`config.mk`:
```
export PLATFORM = sky130hd
export DESIGN_NAME = uninverter_stream
export DESIGN_NICKNAME = d
export VERILOG_FILES = /design/src/rtl/uninverter_stream.sv
export SDC_FILE = /design/constraint.sdc
export NUM_CORES = 1
export LEC_CHECK = 0
export CAP_MARGIN = 20
export CORE_UTILIZATION = 30
export DETAILED_ROUTE_END_ITERATION = 10
export GPL_ROUTABILITY_DRIVEN = 0
export GPL_TIMING_DRIVEN = 0
export MAX_ROUTING_LAYER = met4
export PLACE_DENSITY_LB_ADDON = 0.15
export SYNTH_ARGS = -nofsm -noshare
export SYNTH_HDL_FRONTEND = slang
export SYNTH_SLANG_ARGS = --single-unit
```
`constraint.sdc`:
```
create_clock -name clk -period 3.4 [get_ports clk]
set_input_delay 0.68 -clock clk [delete_from_list [all_inputs] [get_ports clk]]
set_output_delay 0.68 -clock clk [all_outputs]
set_load 0.005 [all_outputs]
```
`src/rtl/uninverter_stream.sv`:
```
`default_nettype none
// +--------------------------------------------------------------------------+
// | Module      : uninverter_stream                                          |
// | Description : Receive end of the word-inversion path. Each accepted      |
// |               inverted word is restored as (all-ones - word), which is   |
// |               the bitwise complement. Restored words go into a small     |
// |               FIFO and leave on a valid/ready output stream.             |
// | Optional    : UNINVERT_CHECK_EN - adds in_ref/err/err_cnt, which compare |
// |               each restored word against the original reference word.    |
// | Ports       : clk, rst_n (sync, active low)                              |
// |               in_valid/in_ready/in_data    inverted input stream         |
// |               out_valid/out_ready/out_data restored output stream        |
// |               level     FIFO occupancy 0..DEPTH                          |
// |               word_cnt  output transfers since reset (wraps)             |
// |               in_ref/err/err_cnt           (UNINVERT_CHECK_EN only)      |
// | Revision    : 1.0 - initial release                                      |
// +--------------------------------------------------------------------------+
module uninverter_stream #(
  parameter int WIDTH = 32,
  parameter int DEPTH = 4,
  parameter int CNT_W = 16
) (
  input  logic                     clk,
  input  logic                     rst_n,
  input  logic                     in_valid,
  output logic                     in_ready,
  input  logic [WIDTH-1:0]         in_data,
  output logic                     out_valid,
  input  logic                     out_ready,
  output logic [WIDTH-1:0]         out_data,
  output logic [$clog2(DEPTH):0]   level,
  output logic [CNT_W-1:0]         word_cnt
`ifdef UNINVERT_CHECK_EN
  ,
  input  logic [WIDTH-1:0]         in_ref,
  output logic                     err,
  output logic [CNT_W-1:0]         err_cnt
`endif
);

  localparam int PTR_W = $clog2(DEPTH);
  localparam int LVL_W = PTR_W + 1;

  localparam logic [WIDTH-1:0] c_ALL_ONES = {WIDTH{1'b1}};
  localparam logic [LVL_W-1:0] c_FULL     = LVL_W'(DEPTH);
  localparam logic [CNT_W-1:0] c_CNT_MAX  = {CNT_W{1'b1}};

  // Registered state
  logic                rst_n_q;
  logic [WIDTH-1:0]    mem_q [DEPTH];
  logic [PTR_W-1:0]    wr_ptr_q, wr_ptr_d;
  logic [PTR_W-1:0]    rd_ptr_q, rd_ptr_d;
  logic [LVL_W-1:0]    level_q,  level_d;
  logic [CNT_W-1:0]    word_cnt_q, word_cnt_d;
  logic [WIDTH-1:0]    out_data_q, out_data_d;

  logic                w_push;
  logic                w_pop;
  logic [WIDTH-1:0]    w_restored;

  // Handshake flags come only from registered state.
  assign in_ready   = rst_n_q & (level_q != c_FULL);
  assign out_valid  = (level_q != '0);
  assign w_push     = in_valid & in_ready;
  assign w_pop      = out_valid & out_ready;
  assign w_restored = c_ALL_ONES - in_data;

  assign out_data   = out_data_q;
  assign level      = level_q;
  assign word_cnt   = word_cnt_q;

  always_comb begin
    wr_ptr_d   = wr_ptr_q;
    rd_ptr_d   = rd_ptr_q;
    level_d    = level_q;
    word_cnt_d = word_cnt_q;
    out_data_d = '0;

    if (w_push) begin
      wr_ptr_d = wr_ptr_q + PTR_W'(1);
    end
    if (w_pop) begin
      rd_ptr_d   = rd_ptr_q + PTR_W'(1);
      word_cnt_d = word_cnt_q + CNT_W'(1);
    end

    case ({w_push, w_pop})
      2'b10:   level_d = level_q + LVL_W'(1);
      2'b01:   level_d = level_q - LVL_W'(1);
      default: level_d = level_q;
    endcase

    // out_data is a register holding the next head. If the next head is the
    // slot being written this cycle (push into empty, or push+pop at level
    // 1), the memory does not hold it yet, so take the restored word.
    if (level_d != '0) begin
      if (w_push && (rd_ptr_d == wr_ptr_q)) begin
        out_data_d = w_restored;
      end else begin
        out_data_d = mem_q[rd_ptr_d];
      end
    end
  end

  always_ff @(posedge clk) begin
    if (!rst_n) begin
      rst_n_q    <= 1'b0;
      wr_ptr_q   <= '0;
      rd_ptr_q   <= '0;
      level_q    <= '0;
      word_cnt_q <= '0;
      out_data_q <= '0;
    end else begin
      rst_n_q    <= 1'b1;
      wr_ptr_q   <= wr_ptr_d;
      rd_ptr_q   <= rd_ptr_d;
      level_q    <= level_d;
      word_cnt_q <= word_cnt_d;
      out_data_q <= out_data_d;
    end
  end

  // Storage needs no reset: level_q alone decides which entries are live.
  always_ff @(posedge clk) begin
    if (rst_n && w_push) begin
      mem_q[wr_ptr_q] <= w_restored;
    end
  end

`ifdef UNINVERT_CHECK_EN
  logic             err_q, err_d;
  logic [CNT_W-1:0] err_cnt_q, err_cnt_d;

  always_comb begin
    err_d     = err_q;
    err_cnt_d = err_cnt_q;
    if (w_push && (w_restored != in_ref)) begin
      err_d = 1'b1;
      if (err_cnt_q != c_CNT_MAX) begin
        err_cnt_d = err_cnt_q + CNT_W'(1);
      end
    end
  end

  always_ff @(posedge clk) begin
    if (!rst_n) begin
      err_q     <= 1'b0;
      err_cnt_q <= '0;
    end else begin
      err_q     <= err_d;
      err_cnt_q <= err_cnt_d;
    end
  end

  assign err     = err_q;
  assign err_cnt = err_cnt_q;
`endif

endmodule
`default_nettype wire

```
# After elaboration in Yosys (flattened, before gate mapping)
# Memory sizes are Yosys's and may differ from the RTL's. A register that Yosys moved wholly into a read port is not among the register bits.
# Cells that the tools add are included.
dict set report classes {
  n_addsub 6
  n_eq_ne 3
  muxes 5
  n_bitwise 3
  n_reduce_logical 5
}
# cell n
set ops {}
lappend ops {{32-bit subtractor (first input constant)} 1}
lappend ops {{16-bit by 1-bit adder with 16-bit output (second input constant)} 1}
lappend ops {{3-bit one-hot mux with 2 select lines} 1}
lappend ops {{3-bit nonzero test} 2}
lappend ops {{2-bit by 1-bit adder with 2-bit output (second input constant)} 2}
lappend ops {{3-bit by 1-bit adder with 3-bit output (second input constant)} 1}
lappend ops {{1-bit bitwise AND} 3}
lappend ops {{1-bit two-way mux} 3}
lappend ops {{3-bit != test (second input constant)} 1}
lappend ops {{3-bit by 1-bit subtractor with 3-bit output (second input constant)} 1}
lappend ops {{2-bit by 1-bit == test with 1-bit output (second input constant)} 1}
lappend ops {{2-bit == test (second input constant)} 1}
lappend ops {{2-bit two-way mux} 1}
lappend ops {{2-bit AND reduction} 1}
lappend ops {{1-bit logical AND} 1}
lappend ops {{1-bit logical NOT} 1}
dict set report word_totals {
  regBits 24
  mem_bits_rw 128
  inputBits 36
  output_inout_bits 53
  memories 1
}
# name words width read_ports rd_ports_with_merged_regs write_ports line
set memory_table {}
lappend memory_table {mem_q 4 32 1 1 1 50} ;# logic [WIDTH-1:0] mem_q [DEPTH];

# Longest topological paths before layout
dict set report logic_depth {
  depth_word 8
  ltp_mapped 13
  mapped_depth_nobuf 10
}

# Least setup slack after synthesis
# Ideal clock, no wire load.
dict set report synth_timing {
  path_kind {in2reg}
  start {in out_ready}
  end {reg out_data_q[10] (netlist: out_data[10]), read port of mem_q}
  setup_ns 0.086
  arrival_time_ns 2.874
  setup_slack_ns 0.440
  path_stages 12
  path_cell_list {o31ai_4 > inv_2 > clkbuf_1 > ha_1 > inv_1 > fa_1 > xor2_1 > or3_1 > a21oi_1 > a31oi_1 > clkbuf_1 > a211oi_1}
}
dict set report synth_between {
  elab_chain_cells 6
}
# element line
set synth_lines {}
lappend synth_lines {{start, declared} 29} ;# input logic out_ready,
lappend synth_lines {{1-bit bitwise AND (*)} 65} ;# assign w_pop = out_valid & out_ready;
lappend synth_lines {{net w_pop} 58} ;# logic w_pop;
lappend synth_lines {{2-bit by 1-bit == test with 1-bit output or 2-bit == test (tied branches)} 87} ;# case ({w_push, w_pop})
lappend synth_lines {{3-bit one-hot mux with 2 select lines} 87}
lappend synth_lines {{3-bit nonzero test} 96} ;# if (level_d != '0) begin
lappend synth_lines {{2-bit AND reduction (no line)} --}
lappend synth_lines {{1-bit logical NOT (no line)} --}
lappend synth_lines {{end, declared} 55} ;# logic [WIDTH-1:0] out_data_q, out_data_d;
# The timed path passes the listed nets; every way through them passes the cells marked *.
# A chain may end at the register's enable or synchronous reset.

# Worst setup path in the final report
dict set report layout_timing {
  start {reg level_q[2] (netlist: level[2])}
  end {reg out_data_q[22] (netlist: out_data[22]), read port of mem_q}
}
dict set report layout_between {
  elab_chain_cells 8
}
# element line
set layout_lines {}
lappend layout_lines {{start, declared} 53} ;# logic [LVL_W-1:0] level_q, level_d;
lappend layout_lines {{start signal, assigned} 117} ;# level_q <= level_d;
lappend layout_lines {{3-bit != test} 62} ;# assign in_ready = rst_n_q & (level_q != c_FULL);
lappend layout_lines {{1-bit bitwise AND} 62}
lappend layout_lines {{1-bit bitwise AND} 64} ;# assign w_push = in_valid & in_ready;
lappend layout_lines {{2-bit by 1-bit == test with 1-bit output or 2-bit == test (tied branches)} 87}
lappend layout_lines {{3-bit one-hot mux with 2 select lines} 87}
lappend layout_lines {{3-bit nonzero test} 96}
lappend layout_lines {{2-bit AND reduction (no line)} --}
lappend layout_lines {{1-bit logical NOT (no line)} --}
# Several ways; a longest one is shown, not always the timed one.

==> summary.md <==
| Metric | Value |
|---|---|
| Grt ovf | `0` |
| Syn Area/Cell | `12.11 µm²` |
| Clk buf depth | `2` |
| N_diodes | `0` |
| Core area | `about 0.028 mm²` |
| Final setup fails | `0` |
| Sequential area share after synthesis | `57.57%` |
| Pre-CTS WS | `-1420 ps` |
| Synthesized area | `0.008623 mm²` |
| Count leader, synth | `edfxtp_1` |
| Worst skew pair latency | `about 430 ps` |
| WP buf/inv | `4` |
| Vias | `6294` |
| Leakage Power | `0.004031 µW` |
| Crit Path Max Fanout | `10` |
| Post-synth top area share | `44.57%` |
| Mapped Nets | `755` |
| Asr flop ratio synth | `0%` |
| Cell variety after synth | `40` |
| RSZ-0062 raised after global routing | `false` |
| Relative slew slack | `35.08%` |
| Nets | `about 870` |
| Final instance area | `0.01073 mm²` |
| Most used cell, CP | `inv_1` |
| Die Wd | `between 150 and 200 µm` |
| Drt total wl | `~25 mm` |
| Status | `finished clean` |
| Clock Root Buffer | `clkbuf_16` |
| Fin crit share | `94.76%` |
| Min Hold Slack | `514.8 ps` |
| Req. time, crit path | `about 3700 ps` |
| CTS tree | `built` |
| Area leader, netlist | `edfxtp_1` |
| Full die area | `0.02943 mm²` |
| Critical path type | `reg -> reg` |
| Number of synthesized flops with an enable pin | `128` |
| Post-DP Area | `0.01006 mm²` |
| Gr usage total | `between 15 and 20%` |
| CP endpoint kind | `flip-flop` |
| Share of layout cells above drive strength 1 | `8.134%` |
| Area grow syn2layout | `24.41%` |
| Area contributors post-synth | `edfxtp_1, dfxtp_1, mux2i_1` |
| Port bufs | `88` |
| Cells after Synth | `about 700` |
| Detailed-route DRC error count | `0` |
| Critical Path Source Type | `flip-flop` |
| Site row count | `just over 60` |
| Largest stage delay, worst path | `380 ps` |
| Worst slew pin tran | `973.9 ps` |
| DR iter-0 viols | `458` |
| Vias in the first global route | `6363` |
| Drt wl/cell | `20.90 µm` |
| Die Ht | `171.5 µm` |
| Top_reg_cell synth | `edfxtp_1` |
| Fmax | `a little over 0.3 GHz` |
| Final worst setup slack | `178.0 ps` |
| H-tree level count | `4` |
| Io pins | `89` |
| Delay-heaviest family, CP | `compound AO/OA/AOI/OAI gates` |
| Synthesis warning total | `0` |
| Final hold violations | `0` |
| First-pass GRT wire length | `38.14 mm` |
| Clock Pin Slew Worst Setup and Hold Paths | `70 ps` |
| Vias/cell | `5.185` |
| FF/Latch Area | `0.004965 mm²` |
| Most frequent cells after synthesis | `edfxtp_1, mux2i_1, nand2_1, a211oi_1, dfxtp_1` |
| PD cells | `761.9 mW/mm²` |
| Max Clock Skew | `8.104 ps` |
| Min-delay worst type | `reg -> reg` |
| Fin crit period | `3222 ps` |
| Initial antenna violation count | `0` |
| DRT antenna net count | `0` |
| MaxCap Viol Count | `0` |
| CTS buffer count | `17` |
| Filler cells | `2755` |
| Largest net degree at the start of global routing | `25` |
| DP HPWL | `16.42 mm` |
| First-pass DRT Iterations | `5` |
| VDD IR max | `388.4 µV` |
| Worst path cell trace | `buf_2 -> inv_1 -> o311ai_4 -> ha_1 -> inv_1 -> fa_1 -> xor2_1 -> or3_1 -> a21oi_1 -> a31oi_2 -> clkbuf_4 -> a211oi_2` |
| Crit-path slowest cell | `fa_1` |
| Starting Density | `just over 30%` |
| Multi-input gate area | `approximately 0.0033 mm²` |
| Synth Register Bits | `roughly 180` |
| Critical Path AT | `3550 ps` |
| Pins Over Slew Limit | `0` |
| Setup TNS Final | `0 ps` |
| TritonCTS sink count | `~180` |
through the flow:
| stage | util (%) | total power, µW | std cells |
|---|---|---|---|
| final | 38.30 | 8174 | 1214 |
| after CTS | 38.28 | 8248 | 1214 |
| after floorplan | - | 4786 | 712 |
| after global placement | 35.62 | 6054 | 1178 |
| after global routing | 38.30 | 8607 | 1214 |
| after detailed placement | 35.92 | 6060 | 1182 |
cells in the final DEF (no fill, tap or decap), types with 17 or more instances in the layout:
cell,n
nand2_1,72
clkbuf_16,17
edfxtp_1,128
a311oi_1,31
nor2_1,23
a211oi_1,62
o311a_1,31
dfxtp_1,56
a221oi_1,31
mux2i_1,96
inv_1,40
clkdlybuf4s50_1,87
clkbuf_1,42
worst min-delay path, delay by kind of cell, from the launching register on:
family	cells	cell delay (ps)
AOI/OAI and AO/OA	1	60
and+or+nand+nor	1	70
DFF	1	340
path summary, 6_finish.rpt:
path / startpoint / to / slack (ps) / cells after the start
max: level[2]$_SDFF_PN0_ / out_data[22]$_SDFF_PN0_ / 180 / 12
min: word_cnt[1]$_SDFFE_PN0P_ / word_cnt[1]$_SDFFE_PN0P_ / 510 / 2
max reg2reg: level[2]$_SDFF_PN0_ / out_data[22]$_SDFF_PN0_ / 180 / 12
min reg2reg: word_cnt[1]$_SDFFE_PN0P_ / word_cnt[1]$_SDFFE_PN0P_ / 510 / 2
registers in the layout, summed over array words and instances (netlist names):
register and flops:
mem_q 128, out_data 32, word_cnt 16, level 3, rd_ptr_q 2, wr_ptr_q 2, rst_n_q 1
power breakdown:
group	leakage [µW]	internal, µW	total [µW]	switching, µW
logic	0.00211	1330	3390	2060
clock network	0.000303	1240	2140	896
registers	0.00161	2580	2650	64.5
total	0.00403	5150	8170	3020
final cells by class:
| cell class | instances | area share, % |
|---|---|---|
| sequential | 184 | 46.28 |
| multi-input combinational | 419 | 30.31 |
| timing repair buffer | 93 | 9.039 |
| tap | 378 | 4.409 |
| clock buffer | 18 | 4.000 |
| buffer | 67 | 2.694 |
| clock inverter | 14 | 1.831 |
| inverter | 41 | 1.435 |
metal layers:
metal,share of wire [%],GRT usage [%],vias to the layer above
met5,0,-,-
met4,2.0,7.531,0
met3,4.2,2.646,32
met2,46,27.90,185
met1,48,24.23,3098
li1,-,-,2979
kinds of logic after synthesis:
kind of cell / synth area share, %
and+or+nand+nor: 6.312
muxes: 11.14
xor gates and xnor gates: 2.031
DFF: 57.57
AOI/OAI and AO/OA: 16.82
adders and majority gates: 1.103
buffers and inverters: 5.020
timing repair:
| item | in CTS | in global routing |
|---|---|---|
| endpoints found under the setup margin | 32 | 28 |
| hold buffers | 0 | 0 |
| setup buffers | 0 | 1 |
| pin swaps | 0 | 1 |
| resized for setup | 13 | 1 |
(Power assumes the default switching activity.)
